$ cat src/rtl/trap_pkg.sv
// Shared types and constants for the trap/return sequencer.
package trap_pkg;

    // Trap cause codes as reported on the cause port
    typedef enum logic [1:0] {
        C_NONE = 2'd0,
        C_SYS  = 2'd1,
        C_ILL  = 2'd2,
        C_IRQ  = 2'd3
    } cause_t;

    // Sequencer states
    typedef enum logic [1:0] {
        IDLE   = 2'd0,
        SAVE   = 2'd1,
        VECTOR = 2'd2,
        RET    = 2'd3
    } trap_state_t;

    localparam logic MODE_USER = 1'b0;
    localparam logic MODE_KERN = 1'b1;

    // Clear mask applied to every status flag on trap entry
    localparam logic [3:0] FLAGS_ALL = 4'hF;

endpackage

$ cat src/rtl/trap_prio_enc.sv
// Fixed-priority event encoder: illegal > eret > syscall > irq.
// ERET from user mode is privileged and becomes an illegal-instruction trap;
// irq is only accepted in user mode with interrupts enabled.
module trap_prio_enc
    import trap_pkg::*;
(
    input  logic   sample,
    input  logic   illegal_req,
    input  logic   eret_req,
    input  logic   syscall_req,
    input  logic   irq,
    input  logic   mode,
    input  logic   ie,
    output logic   take_trap,
    output logic   take_eret,
    output cause_t code
);

    // Resolve the highest-priority event at an instruction boundary
    always_comb begin
        take_trap = 1'b0;
        take_eret = 1'b0;
        code      = C_NONE;
        if (sample) begin
            if (illegal_req) begin
                take_trap = 1'b1;
                code      = C_ILL;
            end else if (eret_req) begin
                if (mode == MODE_KERN) begin
                    take_eret = 1'b1;
                end else begin
                    take_trap = 1'b1;
                    code      = C_ILL;
                end
            end else if (syscall_req) begin
                take_trap = 1'b1;
                code      = C_SYS;
            end else if (irq && ie && (mode == MODE_USER)) begin
                take_trap = 1'b1;
                code      = C_IRQ;
            end
        end
    end

endmodule

$ cat src/rtl/trap_mode_ctrl.sv
// Trap/return sequencer owning the user/kernel mode bit. Saves return state on
// a trap, clears flags, enters kernel mode and vectors; ERET restores flags and
// mode and returns to the saved PC. Strobes are Moore outputs of the state.
module trap_mode_ctrl
    import trap_pkg::*;
#(
    parameter logic [31:0] VEC_ADDR   = 32'h0000_0080,
    parameter logic        RESET_MODE = 1'b1
) (
    input  logic        clk,
    input  logic        rst_n,
    input  logic        instr_done,
    input  logic [31:0] pc_next,
    input  logic        syscall_req,
    input  logic        illegal_req,
    input  logic        eret_req,
    input  logic        irq,
    input  logic [31:0] status_in,
    output logic        mode,
    output logic [3:0]  clr_flag,
    output logic        flag_ovr_en,
    output logic [3:0]  flag_ovr_val,
    output logic        pc_redirect,
    output logic [31:0] pc_target,
    output logic [31:0] epc,
    output logic [1:0]  cause,
    output logic        stall
);

    trap_state_t state_reg;
    logic        mode_reg;
    logic        ie_reg;
    logic [31:0] epc_reg;
    cause_t      cause_reg;
    cause_t      pend_cause_reg;
    logic [3:0]  saved_flags_reg;
    logic        saved_mode_reg;

    logic        take_trap;
    logic        take_eret;
    cause_t      code;

    // Only the flag nibble of the status word is snapshotted
    logic        unused_status;
    assign unused_status = ^status_in[27:0];

    trap_prio_enc u_prio (
        .sample      (instr_done && (state_reg == IDLE)),
        .illegal_req (illegal_req),
        .eret_req    (eret_req),
        .syscall_req (syscall_req),
        .irq         (irq),
        .mode        (mode_reg),
        .ie          (ie_reg),
        .take_trap   (take_trap),
        .take_eret   (take_eret),
        .code        (code)
    );

    // Sequencer state and architectural trap state
    always_ff @(posedge clk or negedge rst_n) begin
        if (!rst_n) begin
            state_reg       <= IDLE;
            mode_reg        <= RESET_MODE;
            ie_reg          <= 1'b1;
            epc_reg         <= 32'h0;
            cause_reg       <= C_NONE;
            pend_cause_reg  <= C_NONE;
            saved_flags_reg <= 4'h0;
            saved_mode_reg  <= 1'b0;
        end else begin
            case (state_reg)
                IDLE: begin
                    if (take_trap) begin
                        // Hold the cause until SAVE commits it
                        pend_cause_reg <= code;
                        state_reg      <= SAVE;
                    end else if (take_eret) begin
                        state_reg <= RET;
                    end
                end
                SAVE: begin
                    epc_reg         <= pc_next;
                    cause_reg       <= pend_cause_reg;
                    saved_flags_reg <= status_in[31:28];
                    saved_mode_reg  <= mode_reg;
                    mode_reg        <= MODE_KERN;
                    ie_reg          <= 1'b0;
                    state_reg       <= VECTOR;
                end
                VECTOR: begin
                    state_reg <= IDLE;
                end
                RET: begin
                    mode_reg  <= saved_mode_reg;
                    ie_reg    <= 1'b1;
                    cause_reg <= C_NONE;
                    state_reg <= IDLE;
                end
                default: begin
                    state_reg <= IDLE;
                end
            endcase
        end
    end

    // Moore strobe decode from the current state
    always_comb begin
        clr_flag     = 4'h0;
        flag_ovr_en  = 1'b0;
        flag_ovr_val = 4'h0;
        pc_redirect  = 1'b0;
        pc_target    = 32'h0;
        stall        = 1'b0;
        case (state_reg)
            SAVE: begin
                clr_flag = FLAGS_ALL;
                stall    = 1'b1;
            end
            VECTOR: begin
                pc_redirect = 1'b1;
                pc_target   = VEC_ADDR;
                stall       = 1'b1;
            end
            RET: begin
                flag_ovr_en  = 1'b1;
                flag_ovr_val = saved_flags_reg;
                pc_redirect  = 1'b1;
                pc_target    = epc_reg;
                stall        = 1'b1;
            end
            default: begin
            end
        endcase
    end

    assign mode  = mode_reg;
    assign epc   = epc_reg;
    assign cause = cause_reg;

endmodule

$ cat config.mk
export PLATFORM = sky130hd
export DESIGN_NAME = trap_mode_ctrl
export DESIGN_NICKNAME = d
export VERILOG_FILES = /design/src/rtl/trap_pkg.sv /design/src/rtl/trap_prio_enc.sv /design/src/rtl/trap_mode_ctrl.sv
export SDC_FILE = /design/constraint.sdc
export NUM_CORES = 1
export LEC_CHECK = 0
export BUFFER_PORTS_ARGS = -buffer_cell sky130_fd_sc_hd__buf_4
export CAP_MARGIN = 20
export CORE_UTILIZATION = 45
export DETAILED_ROUTE_END_ITERATION = 16
export PLACE_DENSITY = 0.84
export REMOVE_ABC_BUFFERS = 1
export SETUP_SLACK_MARGIN = 0.1
export SLEW_MARGIN = 10
export SYNTH_ARGS = -nofsm -noshare
export SYNTH_HDL_FRONTEND = slang
export SYNTH_SLANG_ARGS = --single-unit
$ cat constraint.sdc
create_clock -name clk -period 3.8 [get_ports clk]
set_input_delay 0.19 -clock clk [delete_from_list [all_inputs] [get_ports clk]]
set_output_delay 0.19 -clock clk [all_outputs]
set_load 0.02 [all_outputs]
# == Yosys cells after proc, flatten, opt, wreduce, memory -nomap -nowiden ==
# Cells that the tools add are included.
# word_totals
elab_cells,49
regBits,45
# classes
bitwise_logic,1
muxes,28
n_reduce_logical,8
n_eq_ne,4
# op_table
cell,n
32-bit case mux with 2 select lines,1
2-bit two-way mux,8
1-bit two-way mux,13
4-bit two-way mux,2
2-bit case mux with 3 select lines,1
2-bit == test (second input constant),2
1-bit case mux with 2 select lines,2
2-bit case mux with 2 select lines,1
1-bit logical AND,3
3-bit != test (second input constant),1
3-bit OR reduction,1
2-bit by 1-bit == test with 1-bit output (second input constant),1
2-bit zero test,1
2-bit AND reduction,1
2-bit nonzero test,1
2-bit OR reduction,1
1-bit inverter,1

# == Longest topological paths before layout ==
# depth
word_depth,9
depth_mapped,5

# == By module ==
# From an unflattened synthesis, not the netlist that was laid out.
# unflattened
hier_cells,165
hier_area_um2,2128.3
# by_module_without_submodules
module,area_each_um2,seq_area_each_um2,cells_each,n_inst
trap_mode_ctrl,2021.9,1128.6,153,1
trap_prio_enc,106.4,0.0,12,1

# == Worst setup path after synthesis ==
# Ideal clock, no wire load.
# synth_timing
path_type,flip-flop to flip-flop
startpoint,register mode_reg (netlist: mode)
endpoint,register pend_cause_reg[1]
required_ns,3.675
path_slack_ns,2.303
stages_incl_launch_ff,5
n_path_buf,0
arrival_ns,1.372
synth_period_minus_slack_ns,1.497
cell_sequence,dfstp_2 > inv_1 > o21a_1 > o311ai_4 > mux2_4
# synth_via
elab_chain_cells,8
elab_cells_between_ends,15
classes_between,mux: 12; bitwise: 1; reduce/logical: 2
# synth_rtl
element,line_no,text
"start, declared",trap_mode_ctrl.sv:31,logic mode_reg;
"start signal, assigned",trap_mode_ctrl.sv:95,mode_reg <= saved_mode_reg;
1-bit inverter,trap_prio_enc.sv:38,end else if (irq && ie && (mode == MODE_USER)) begin
1-bit logical AND,trap_prio_enc.sv:38,
1-bit two-way mux,trap_prio_enc.sv:38,
1-bit two-way mux,trap_prio_enc.sv:35,end else if (syscall_req) begin
1-bit two-way mux,trap_prio_enc.sv:28,end else if (eret_req) begin
1-bit two-way mux,trap_prio_enc.sv:25,if (illegal_req) begin
1-bit two-way mux,trap_prio_enc.sv:24,if (sample) begin
2-bit AND reduction (no source line),--,
"end signal, assigned",trap_mode_ctrl.sv:76,pend_cause_reg <= code;
"end, declared",trap_mode_ctrl.sv:35,cause_t pend_cause_reg;
# Several ways; a longest one is shown, not always the timed one.
# A chain may end at the register's enable or synchronous reset.

# == Final worst setup path ==
# layout_timing
startpoint,register state_reg[1]
endpoint,output clr_flag[2]
# layout_via
elab_chain_cells,2
# layout_rtl
element,line_no,text
"start, declared",trap_mode_ctrl.sv:30,trap_state_t state_reg;
"start signal, assigned",trap_mode_ctrl.sv:63,state_reg <= IDLE;
"start signal, assigned",trap_mode_ctrl.sv:77,state_reg <= SAVE;
"start signal, assigned",trap_mode_ctrl.sv:79,state_reg <= RET;
2-bit by 1-bit == test with 1-bit output,trap_mode_ctrl.sv:115,case (state_reg)
4-bit two-way mux,trap_mode_ctrl.sv:115,
"end, declared",trap_mode_ctrl.sv:20,"output logic [3:0] clr_flag,"
# No other way between the ends.

==> summary.txt <==
Clock skew -> 8.74 ps
Root Driver -> clkbuf_8
Final Util -> 68.6%
Max-cap violations -> 0
P&R area growth vs syn -> 46.9%
Vias in the first global route -> 1643
Post-route ant nets -> 0
Core area -> 0.00472 mm²
DRC -> 0
Pre-Repair DR Iteration Count -> 4
CTS Sinks -> 45
Nets -> 353
Remaining global-route overflow -> 0
First-pass GRT wire length -> 7.74 mm
Max reg flops -> 32
Total Wirelength -> 4.98 mm
Worst-skew pair later-pin latency -> 290 ps
Clk pin slew, worst setup/hold paths -> 90 ps
Initial antenna violation count -> 0
Unrepaired setup endpoints after global routing -> false
Status -> complete, no violations
Synthesis Warnings -> 0
Slew Limit Fails -> 0
Cell Rows -> 25
WS Path Type -> flop to output pin
Average wire per standard cell -> 14.2 µm
F_max -> 444 MHz
Port bufs -> 120
PwrDens -> 717 mW/mm²
Vias per cell -> 4.88
Relative slew slack -> 60.6%
Chip Width -> 72.0 µm
Hold Crit Start -> pc_next[2]
Final hold vios -> 0
TritonCTS clock tree -> done
Cell count after placement -> 340
Part of the cycle the worst path needs -> 59.3%
Post-synth top area share -> 48.8%
H-tree depth -> 2
Post-cts resize count -> 0
Critical Path Start -> state_reg[1]
Die height -> 72.0 µm
Post-synth cell types -> 28
GRT Overall Usage -> 19.3%
Largest net degree at the start of global routing -> 46
Routability congestion estimate from global placement -> 0.825
Post-Syn Area -> 0.00221 mm²
Placed Area -> 0.00310 mm²
Seq cells post-synth -> 45
Final setup fails -> 0
I/O pins -> 149
Post-synthesis sequential area ratio -> 51.2%
Shortest period the worst path allows -> 2250 ps
Final instance area -> 0.00324 mm²
Non-Filler Instances -> 350
DRT iter0 DRCs -> 87
Total CTS buffers -> 5
Layout cell share with drive strength beyond 1 -> 59.0%
Worst EP arrival -> 2060 ps
Worst r2r src -> state_reg[1]
Final worst slack -> 1550 ps
CP Capture Type -> output pin
Post-route setup TNS -> 0 ps
Synth Instances -> 168
Clk buf depth -> 2
Static Leak -> 0.00177 µW
Starting Density -> 46.7%
Hold Crit Class -> input pin to flop
Critical path startpoint category -> flop
Hpwl dp -> 3.37 mm
Ranking of synthesized cells by area -> dfrtp_1 (49%), mux2_4 (21%), and3_1 (9.9%)
DIE AREA -> 0.00519 mm²
Antenna diodes -> 0
Req. time, crit path -> 3610 ps
Mean Syn Cell Area -> 13.1 µm²
Worst VDD drop -> 0.370 mV
Synth area leader -> dfrtp_1
Dpl ws -> 1500 ps
Via count -> 1708
CP Max Fanout -> 32
Slew at the pin closest to its max-slew limit -> 589 ps
cells in the mapped netlist:
master,count
nor2b_1,2
or2_1,1
nor4_1,1
and2_4,1
mux2_4,31
mux2_1,6
o21ai_0,1
o21a_1,1
nor3_1,1
and3_1,35
buf_2,1
a2111oi_0,1
buf_8,3
a21o_1,1
a21boi_0,1
a21oi_1,1
nor2_1,3
buf_6,2
o21ai_1,3
inv_1,7
a221o_1,1
o22a_1,1
nand2_1,6
o311ai_4,1
buf_4,3
dfstp_2,2
clkbuf_1,8
dfrtp_1,43
layer usage:
layer	vias up	GRT usage [%]	routed length, µm	share of wire [%]
met3	8	5.00	358	7.2
li1	807	-	-	-
met5	-	0	0	0
met1	805	23.9	2080	42
met4	0	7.19	80	1.6
met2	88	32.6	2460	49
metrics by stage:
stage                     total power (µW)  hold WS (ps)
after CTS                             2330           102
after detailed placement              2000           224
after floorplan                       1520          -106
final                                 2320           107
after global placement                1970           212
after global routing                  2450          98.9
layout make-up:
| type | count | area (µm²) |
|---|---|---|
| Clock buffer | 7 | 96.3 |
| Multi-Input combinational cell | 99 | 933 |
| Sequential cell | 45 | 1130 |
| Tap cell | 67 | 83.8 |
| Fill cell | 373 | 1480 |
| Clock inverter | 1 | 5.00 |
| Inverter | 7 | 26.3 |
| Timing Repair Buffer | 124 | 966 |
where the power goes:
part / internal, µW / switching [µW] / leakage [µW]
registers: 698 / 165 / 0.000527
clock network: 164 / 155 / 0.0000542
logic: 600 / 540 / 0.00119
total: 1460 / 860 / 0.00177
cells in the final DEF, fill, tap and decap left out, drive strengths merged, types with 2 or more instances in the layout:
cell type	n
nor2b	2
nor2	3
buf	123
mux2	37
o21ai	4
clkbuf	7
inv	7
nand2	6
dfrtp	43
dfstp	2
and3	35
path summary, 6_finish.rpt:
check | endpoint | slack, ps | depth (start not counted)
setup / recovery | clr_flag[2] | 1550 | 4
hold / removal | epc[2] | 110 | 2
setup reg to reg | epc[1] | 1760 | 4
hold reg to reg | pend_cause_reg[0] | 490 | 1
max in group asynchronous | epc[26] | 2970 | 2
min in group asynchronous | epc[4] | 450 | 2
critical path, stage by stage (launching register included):
cell and delay (ps):
dfrtp_1 540, buf_16 240, nor2b_4 490, buf_12 310
buf_4 180
logic make-up (layout without fill, tap and decap cells):
| group | after synthesis | after routing | synth area share (%) |
|---|---|---|---|
| muxes | 37 | 37 | 24.2 |
| buffers and inverters | 24 | 139 | 6.86 |
| AOI/OAI and AO/OA | 12 | 12 | 4.59 |
| and+or+nand+nor | 50 | 50 | 13.2 |
| DFF | 45 | 45 | 51.2 |
repair_timing:
action                                 CTS  global route
buffers inserted                         0             0
endpoints found under the hold margin   43             0
hold buffers                             1             0
(Power assumes the default switching activity.)
